## src/rtl/uart_rx_fifo_if.sv

```systemverilog
// Byte stream and status bundle between the UART receiver and its consumer.
// The receiver drives data, occupancy and error flags. The consumer drives
// the pop strobe and the error-clear strobe.
interface uart_rx_fifo_if #(
  parameter int FIFO_DEPTH = 16
);
  logic [7:0]                      rx_data;
  logic                            rx_valid;
  logic                            rx_ready;
  logic [$clog2(FIFO_DEPTH+1)-1:0] rx_count;
  logic                            overrun;
  logic                            frame_err;
  logic                            err_clr;
  logic                            busy;

  modport master (
    output rx_data, rx_valid, rx_count, overrun, frame_err, busy,
    input  rx_ready, err_clr
  );

  modport slave (
    input  rx_data, rx_valid, rx_count, overrun, frame_err, busy,
    output rx_ready, err_clr
  );
endinterface

```

## src/rtl/uart_rx_fifo.sv

```systemverilog
// UART 8N1 receiver with a first-word-fall-through byte FIFO.
// The async line is synchronized and sampled at mid-bit. Good bytes are queued
// for a valid/ready consumer. Framing errors and overruns raise sticky flags.
module uart_rx_fifo #(
  parameter int CLKS_PER_BIT = 868,
  parameter int FIFO_DEPTH   = 16
) (
  input  logic           clk,
  input  logic           rst,
  input  logic           uart_rx,
  uart_rx_fifo_if.master bus
);
  localparam int CNT_W = $clog2(CLKS_PER_BIT);
  localparam int AW    = $clog2(FIFO_DEPTH);
  localparam int CW    = $clog2(FIFO_DEPTH + 1);

  localparam logic [CNT_W-1:0] CNT_LAST = CNT_W'(CLKS_PER_BIT - 1);
  localparam logic [CNT_W-1:0] CNT_HALF = CNT_W'(CLKS_PER_BIT / 2 - 1);
  localparam logic [CW-1:0]    CNT_FULL = CW'(FIFO_DEPTH);

  localparam logic [2:0] ST_WAIT_IDLE = 3'd0;
  localparam logic [2:0] ST_IDLE      = 3'd1;
  localparam logic [2:0] ST_START     = 3'd2;
  localparam logic [2:0] ST_DATA      = 3'd3;
  localparam logic [2:0] ST_STOP      = 3'd4;

  logic             sync1;
  logic             rxs;
  logic [1:0]       sync_ok;
  logic [2:0]       state;
  logic [CNT_W-1:0] cnt;
  logic [2:0]       idx;
  logic [7:0]       shreg;

  logic [7:0]       mem [FIFO_DEPTH];
  logic [AW-1:0]    wr_ptr;
  logic [AW-1:0]    rd_ptr;
  logic [CW-1:0]    count;
  logic             overrun_q;
  logic             frame_err_q;

  logic             sample_stop;
  logic             push;
  logic             ferr_set;
  logic             valid;
  logic             full;
  logic             pop;
  logic             push_ok;
  logic             ovr_set;

  // Two-flop synchronizer; resets to the idle (high) line level.
  always_ff @(posedge clk) begin
    if (rst) begin
      sync1 <= 1'b1;
      rxs   <= 1'b1;
    end else begin
      sync1 <= uart_rx;
      rxs   <= sync1;
    end
  end

  // Marks when the synchronizer holds real line samples again after reset, so
  // WAIT_IDLE is not fooled by the flops' forced-high reset value.
  always_ff @(posedge clk) begin
    if (rst) sync_ok <= 2'b00;
    else     sync_ok <= {sync_ok[0], 1'b1};
  end

  // Receiver FSM: start-bit qualification, mid-bit data sampling, stop check.
  always_ff @(posedge clk) begin
    if (rst) begin
      state <= ST_WAIT_IDLE;
      cnt   <= '0;
      idx   <= '0;
    end else begin
      case (state)
        ST_WAIT_IDLE: if (sync_ok[1] && rxs) state <= ST_IDLE;
        ST_IDLE: begin
          if (!rxs) begin
            state <= ST_START;
            cnt   <= '0;
          end
        end
        ST_START: begin
          if (cnt == CNT_HALF) begin
            cnt   <= '0;
            idx   <= '0;
            state <= rxs ? ST_IDLE : ST_DATA;
          end else begin
            cnt <= cnt + CNT_W'(1);
          end
        end
        ST_DATA: begin
          if (cnt == CNT_LAST) begin
            cnt <= '0;
            if (idx == 3'd7) state <= ST_STOP;
            else             idx   <= idx + 3'd1;
          end else begin
            cnt <= cnt + CNT_W'(1);
          end
        end
        ST_STOP: begin
          if (cnt == CNT_LAST) begin
            cnt   <= '0;
            state <= rxs ? ST_IDLE : ST_WAIT_IDLE;
          end else begin
            cnt <= cnt + CNT_W'(1);
          end
        end
        default: state <= ST_WAIT_IDLE;
      endcase
    end
  end

  // Data bits land LSB first at the middle of each bit period.
  always_ff @(posedge clk) begin
    if (state == ST_DATA && cnt == CNT_LAST) shreg[idx] <= rxs;
  end

  // Push/pop decisions; a push into a full FIFO only survives if a pop frees a slot.
  always_comb begin
    sample_stop = (state == ST_STOP) && (cnt == CNT_LAST);
    push        = sample_stop && rxs;
    ferr_set    = sample_stop && !rxs;
    valid       = (count != '0);
    full        = (count == CNT_FULL);
    pop         = valid && bus.rx_ready;
    push_ok     = push && (!full || pop);
    ovr_set     = push && full && !pop;
  end

  // FIFO storage; contents need no reset because occupancy gates visibility.
  always_ff @(posedge clk) begin
    if (push_ok) mem[wr_ptr] <= shreg;
  end

  // FIFO pointers and occupancy; pointers wrap naturally at the power-of-two depth.
  always_ff @(posedge clk) begin
    if (rst) begin
      wr_ptr <= '0;
      rd_ptr <= '0;
      count  <= '0;
    end else begin
      if (push_ok) wr_ptr <= wr_ptr + AW'(1);
      if (pop)     rd_ptr <= rd_ptr + AW'(1);
      case ({push_ok, pop})
        2'b10:   count <= count + CW'(1);
        2'b01:   count <= count - CW'(1);
        default: count <= count;
      endcase
    end
  end

  // Sticky error flags; a new error in the clear cycle keeps the flag set.
  always_ff @(posedge clk) begin
    if (rst) begin
      overrun_q   <= 1'b0;
      frame_err_q <= 1'b0;
    end else begin
      overrun_q   <= ovr_set  | (overrun_q   & ~bus.err_clr);
      frame_err_q <= ferr_set | (frame_err_q & ~bus.err_clr);
    end
  end

  assign bus.rx_valid  = valid;
  assign bus.rx_data   = valid ? mem[rd_ptr] : 8'h00;
  assign bus.rx_count  = count;
  assign bus.overrun   = overrun_q;
  assign bus.frame_err = frame_err_q;
  assign bus.busy      = (state != ST_IDLE);
endmodule

```

## src/flat_wrapper.sv

```systemverilog
// flat-port wrapper written by rule: the top's interface ports become plain ports
module uart_rx_fifo_flat 
#(
  parameter int CLKS_PER_BIT = 868,
  parameter int FIFO_DEPTH   = 16
)
  (clk, rst, uart_rx, bus_rx_data, bus_rx_valid, bus_rx_count, bus_overrun, bus_frame_err, bus_busy, bus_rx_ready, bus_err_clr);
  uart_rx_fifo_if #(.FIFO_DEPTH(FIFO_DEPTH)) bus_i ();
  input  logic clk;
  input  logic rst;
  input  logic uart_rx;
  output wire logic [$bits(bus_i.rx_data)-1:0] bus_rx_data;
  output wire logic [$bits(bus_i.rx_valid)-1:0] bus_rx_valid;
  output wire logic [$bits(bus_i.rx_count)-1:0] bus_rx_count;
  output wire logic [$bits(bus_i.overrun)-1:0] bus_overrun;
  output wire logic [$bits(bus_i.frame_err)-1:0] bus_frame_err;
  output wire logic [$bits(bus_i.busy)-1:0] bus_busy;
  input wire logic [$bits(bus_i.rx_ready)-1:0] bus_rx_ready;
  input wire logic [$bits(bus_i.err_clr)-1:0] bus_err_clr;
  assign bus_rx_data = bus_i.rx_data;
  assign bus_rx_valid = bus_i.rx_valid;
  assign bus_rx_count = bus_i.rx_count;
  assign bus_overrun = bus_i.overrun;
  assign bus_frame_err = bus_i.frame_err;
  assign bus_busy = bus_i.busy;
  assign bus_i.rx_ready = bus_rx_ready;
  assign bus_i.err_clr = bus_err_clr;
  uart_rx_fifo #(.CLKS_PER_BIT(CLKS_PER_BIT), .FIFO_DEPTH(FIFO_DEPTH)) u_core (.clk(clk), .rst(rst), .uart_rx(uart_rx), .bus(bus_i));
endmodule
```

## config.mk

```make
export PLATFORM = sky130hd
export DESIGN_NAME = uart_rx_fifo_flat
export DESIGN_NICKNAME = d
export VERILOG_FILES = /design/src/rtl/uart_rx_fifo_if.sv /design/src/rtl/uart_rx_fifo.sv /design/src/flat_wrapper.sv
export SDC_FILE = /design/constraint.sdc
export NUM_CORES = 1
export LEC_CHECK = 0
export BUFFER_PORTS_ARGS = -buffer_cell sky130_fd_sc_hd__buf_2
export CAP_MARGIN = 0
export CORE_UTILIZATION = 54
export DETAILED_ROUTE_END_ITERATION = 6
export GPL_ROUTABILITY_DRIVEN = 0
export PLACE_DENSITY = 0.73
export SYNTH_ARGS = -nofsm -noshare
export SYNTH_HDL_FRONTEND = slang
export SYNTH_SLANG_ARGS = --single-unit
```

## constraint.sdc

```tcl
create_clock -name clk -period 6.78 [get_ports clk]
set_clock_uncertainty 0.05 [all_clocks]
set_input_delay 0 -clock clk [delete_from_list [all_inputs] [get_ports clk]]
set_output_delay 0 -clock clk [all_outputs]
set_load 0.02 [all_outputs]
```

==> impl_metrics.env <==
export IMPL_outcome="finished clean"
export IMPL_grt_remaining_overflow=0
export IMPL_tritoncts="yes"
export IMPL_critPathBufInv=0
export IMPL_cts_hold_repair_buffers=3
export IMPL_fin_nets=511
export IMPL_cts_sinks=175
export IMPL_commonest_non_fill_non_tap_cell_in_the_layout="edfxtp_1"
export IMPL_ctsResizeCount=0
export IMPL_drt_met1_wl_um=6060
export IMPL_worstPathArrival_ns=3.57
export IMPL_area_delta_synth_final_pct=11.9
export IMPL_synth_compound_area_share_pct=4.32
export IMPL_clock_power_share_pct=39.2
export IMPL_crit_path_end_kind="flop"
export IMPL_maxCapViolations=0
export IMPL_synth_cell_types=60
export IMPL_floorplan_initialDensity_pct=55.5
export IMPL_synthFlopType="edfxtp_1"
export IMPL_wl_met2_um=7330
export IMPL_cts_root_to_sink_buffers=2
export IMPL_fillers=974
export IMPL_h_tree_depth=4
export IMPL_timing_worst_slew_pin_value_ns=1.02
export IMPL_setup_violations_final=0
export IMPL_postSynthCellCount=467
export IMPL_final_min_clock_period_ns=3.30
export IMPL_post_cts_setup_buffers=0
export IMPL_dr_total_vias=4154
export IMPL_area_of_all_sequential_standard_cells_sq_mm=0.00487
export IMPL_yosys_mux_area_fraction_pct=13.8
export IMPL_die_area_sq_mm=0.0141
export IMPL_synthesis_warning_total=0
export IMPL_core_area_sq_mm=0.0133
export IMPL_detailedPlacementHpwl_um=9060
export IMPL_antennaDiodeCount=0
export IMPL_maxSlewHeadroom_pct=31.8
export IMPL_r2r_start="u_core.cnt[0]$_SDFFE_PP0P_"
export IMPL_critical_path_max_stage_delay_ns=0.48
export IMPL_postSynthAreaPerCell_sq_um=15.8
export IMPL_power_share_sequential_pct=45.7
export IMPL_timing_critical_path_from_type="flop"
export IMPL_grt_pass1_vias=4200
export IMPL_rows=42
export IMPL_finalSetupTns_ns=0
export IMPL_hp_class="primary input to flop"
export IMPL_io_pin_count=22
export IMPL_power_switching_mw=0.647
export IMPL_chipWidth_um=119
export IMPL_maxClockFrequency_mhz=303
export IMPL_grt_antenna_before_repair=0
export IMPL_pwr_density_cell_mw_per_mm2=310
export IMPL_clkLatencyLatePin_ns=0.43
export IMPL_p_comb_share_pct=15.1
export IMPL_ff2ff_setup_slack_ns=3.48
export IMPL_worstReg2RegEnd="u_core.bus.rx_count[4]$_SDFFE_PP0P_"
export IMPL_worst_hold_start="rst"
export IMPL_total_leakage_power_nw=2.76
export IMPL_crit_path_max_fanout=6
export IMPL_share_of_flip_flops_with_an_asynchronous_set_or_reset_after_synthesis_pct=0
export IMPL_die_y_um=119
export IMPL_synth_fa_ha_area_share_pct=2.30
export IMPL_dr_wl_met3_um=774
export IMPL_multi_input_area_sq_mm=0.00236
export IMPL_worst_hold_path_num_cells=2
export IMPL_drcViolationCount=0
export IMPL_grt_start_max_net_pins=36
export IMPL_xor_xnor_cell_area_share_of_the_yosys_netlist_pct=0.949
export IMPL_main_combinational_cell_family_by_area_after_synthesis="multiplexers"
export IMPL_final_wirelength_um=14500
export IMPL_drt_pre_antenna_iters=7
export IMPL_netSwitchingFraction_pct=25.2
export IMPL_synth_seq_area_share_pct=65.9
export IMPL_detailedRoute_firstIterationViolations=414
export IMPL_cts_root_buffer_cell="clkbuf_16"
export IMPL_grt_use_total_pct=22.2
export IMPL_synth_edff_count=136
export IMPL_number_of_cells_on_the_worst_reg_to_reg_path=10
export IMPL_routedWlPerCell_um=21.2
export IMPL_final_hold_viol_count=0
export IMPL_grt_setup_unrepaired="no"
export IMPL_p_int_mw=1.92
export IMPL_fin_crit_sh_pct=48.7
export IMPL_final_antenna_net_count=0
export IMPL_port_buffer_count=21
export IMPL_drive_gt1_share_pct=22.3
export IMPL_cts_inserted_buffers=17
export IMPL_ir_drop_mv=0.227
export IMPL_synth_seq_cells=175
export IMPL_cell_chain_critical_path="ha_1, nand4bb_1, nor4_4, nor2_1, ha_1, nor2b_1, o21ai_0, or2b_2, mux2_4, mux2_4"
export IMPL_final_cell_mix="136 x edfxtp_1, 40 x mux4_2, 38 x dfxtp_1"
export IMPL_whs_ns=0.0334
export IMPL_synth_simple_area_share_pct=10.6
export IMPL_finalMaxSlewViolations=0
export IMPL_critical_path_s_top_delay_family="simple AND/OR/NAND/NOR gates"
export IMPL_syn_area_sq_mm=0.00738
export IMPL_maxUsedRoutingLayer="met4"
export IMPL_wire_length_of_the_first_global_routing_pass_um=22900
export IMPL_critPathSlowestCell="nor4_4"
export IMPL_synthesis_nets=485
export IMPL_critical_path_required_ns=7.05
export IMPL_critPathKind="flop to flop"
export IMPL_avgViaCountPerCell=6.09
export IMPL_worst_hold_endpoint="u_core.bus.frame_err$_SDFF_PP0_"
export IMPL_clkSlewWorstSetupHoldPaths_ns=0.07
worst max-delay path by stage:
| stage | slack [ns] | end | startpoint | depth (start not counted) |
|---|---|---|---|---|
| 2_1_floorplan | 3.64 | u_core.bus.rx_count[4]$_SDFFE_PP0P_ | u_core.bus.rx_count[0]$_SDFFE_PP0P_ | 9 |
| 3_3_place_gp | 3.53 | u_core.bus.rx_count[4]$_SDFFE_PP0P_ | u_core.cnt[0]$_SDFFE_PP0P_ | 10 |
| 3_5_place_dp | 3.48 | u_core.bus.rx_count[4]$_SDFFE_PP0P_ | u_core.rxs$_SDFF_PP1_ | 9 |
| 4_1_cts | 3.47 | u_core.bus.rx_count[4]$_SDFFE_PP0P_ | u_core.rxs$_SDFF_PP1_ | 9 |
| 5_1_grt | 3.32 | u_core.bus.rx_count[4]$_SDFFE_PP0P_ | u_core.cnt[0]$_SDFFE_PP0P_ | 10 |
| 6_report | 3.48 | u_core.bus.rx_count[4]$_SDFFE_PP0P_ | u_core.cnt[0]$_SDFFE_PP0P_ | 10 |
synth_stat cells, drive strengths merged (3+ instances only):
cell type  count  area [sq um]
edfxtp       136          4080
mux4          40           901
dfxtp         39           781
nor2          35           131
and3          20           125
nand2         20          77.6
a21oi         16          80.1
nor2b         16           100
inv           13          48.8
ha            12           150
o21ai         11          58.8
buf           10          72.6
clkbuf        10          38.8
mux2i          9          90.1
nor3           9          60.1
nor4           8          65.1
nand3          6          30.0
xnor2          5          43.8
a211oi         4          30.0
nand2b         4          25.0
or2            3          18.8
or3            3          20.0
xor2           3          26.3
state kept, by name (all words and copies together), names as in the netlist, 2 cells and up, named ones only:
register,cells
u_core.rd_ptr,4
u_core.shreg,8
u_core.state,3
u_core.sync_ok,2
u_core.cnt,10
u_core.wr_ptr,4
u_core.mem,128
u_core.idx,3
u_core.bus.rx_count,5
per-layer routing:
layer	up-vias	track usage [%]
li1	1878	-
met2	150	36.0
met1	2105	29.0
met3	21	5.65
met4	0	8.47
met5	-	0
metrics by stage:
step	total power, mW	setup slack, ns	area (sq um)	std cells	utilization (%)
floorplan	1.49	3.64	7380	467	-
global placement	1.58	3.53	7620	647	57.3
detailed placement	1.59	3.48	7620	647	57.3
CTS	2.58	3.47	8260	682	62.2
global route	2.65	3.32	8260	682	62.2
finish	2.56	3.48	8260	682	62.2
power by group through the flow:
stage                     sequential [mW]  clock [mW]  combinational [mW]
after global placement               1.19           0               0.386
final                                1.17        1.00               0.388
after global routing                 1.17        1.05               0.421
after CTS                            1.17        1.01               0.395
after detailed placement             1.19           0               0.391
after floorplan                      1.20           0               0.296
cell type report:
type                       instances  area share, %
clock buffer                      17           5.15
clock inverter                    15           2.26
inverter                          13          0.590
multi-input combinational        259           28.6
sequential                       175           58.9
tap                              176           2.66
timing repair buffer              27           1.91
cell families after synthesis:
group                      after synthesis
DFF                                    175
and+or+nand+nor                        139
muxes                                   51
AOI/OAI and AO/OA                       48
buffers and inverters                   33
adders and majority gates               13
xor gates and xnor gates                 8
(Power assumes the default switching activity.)
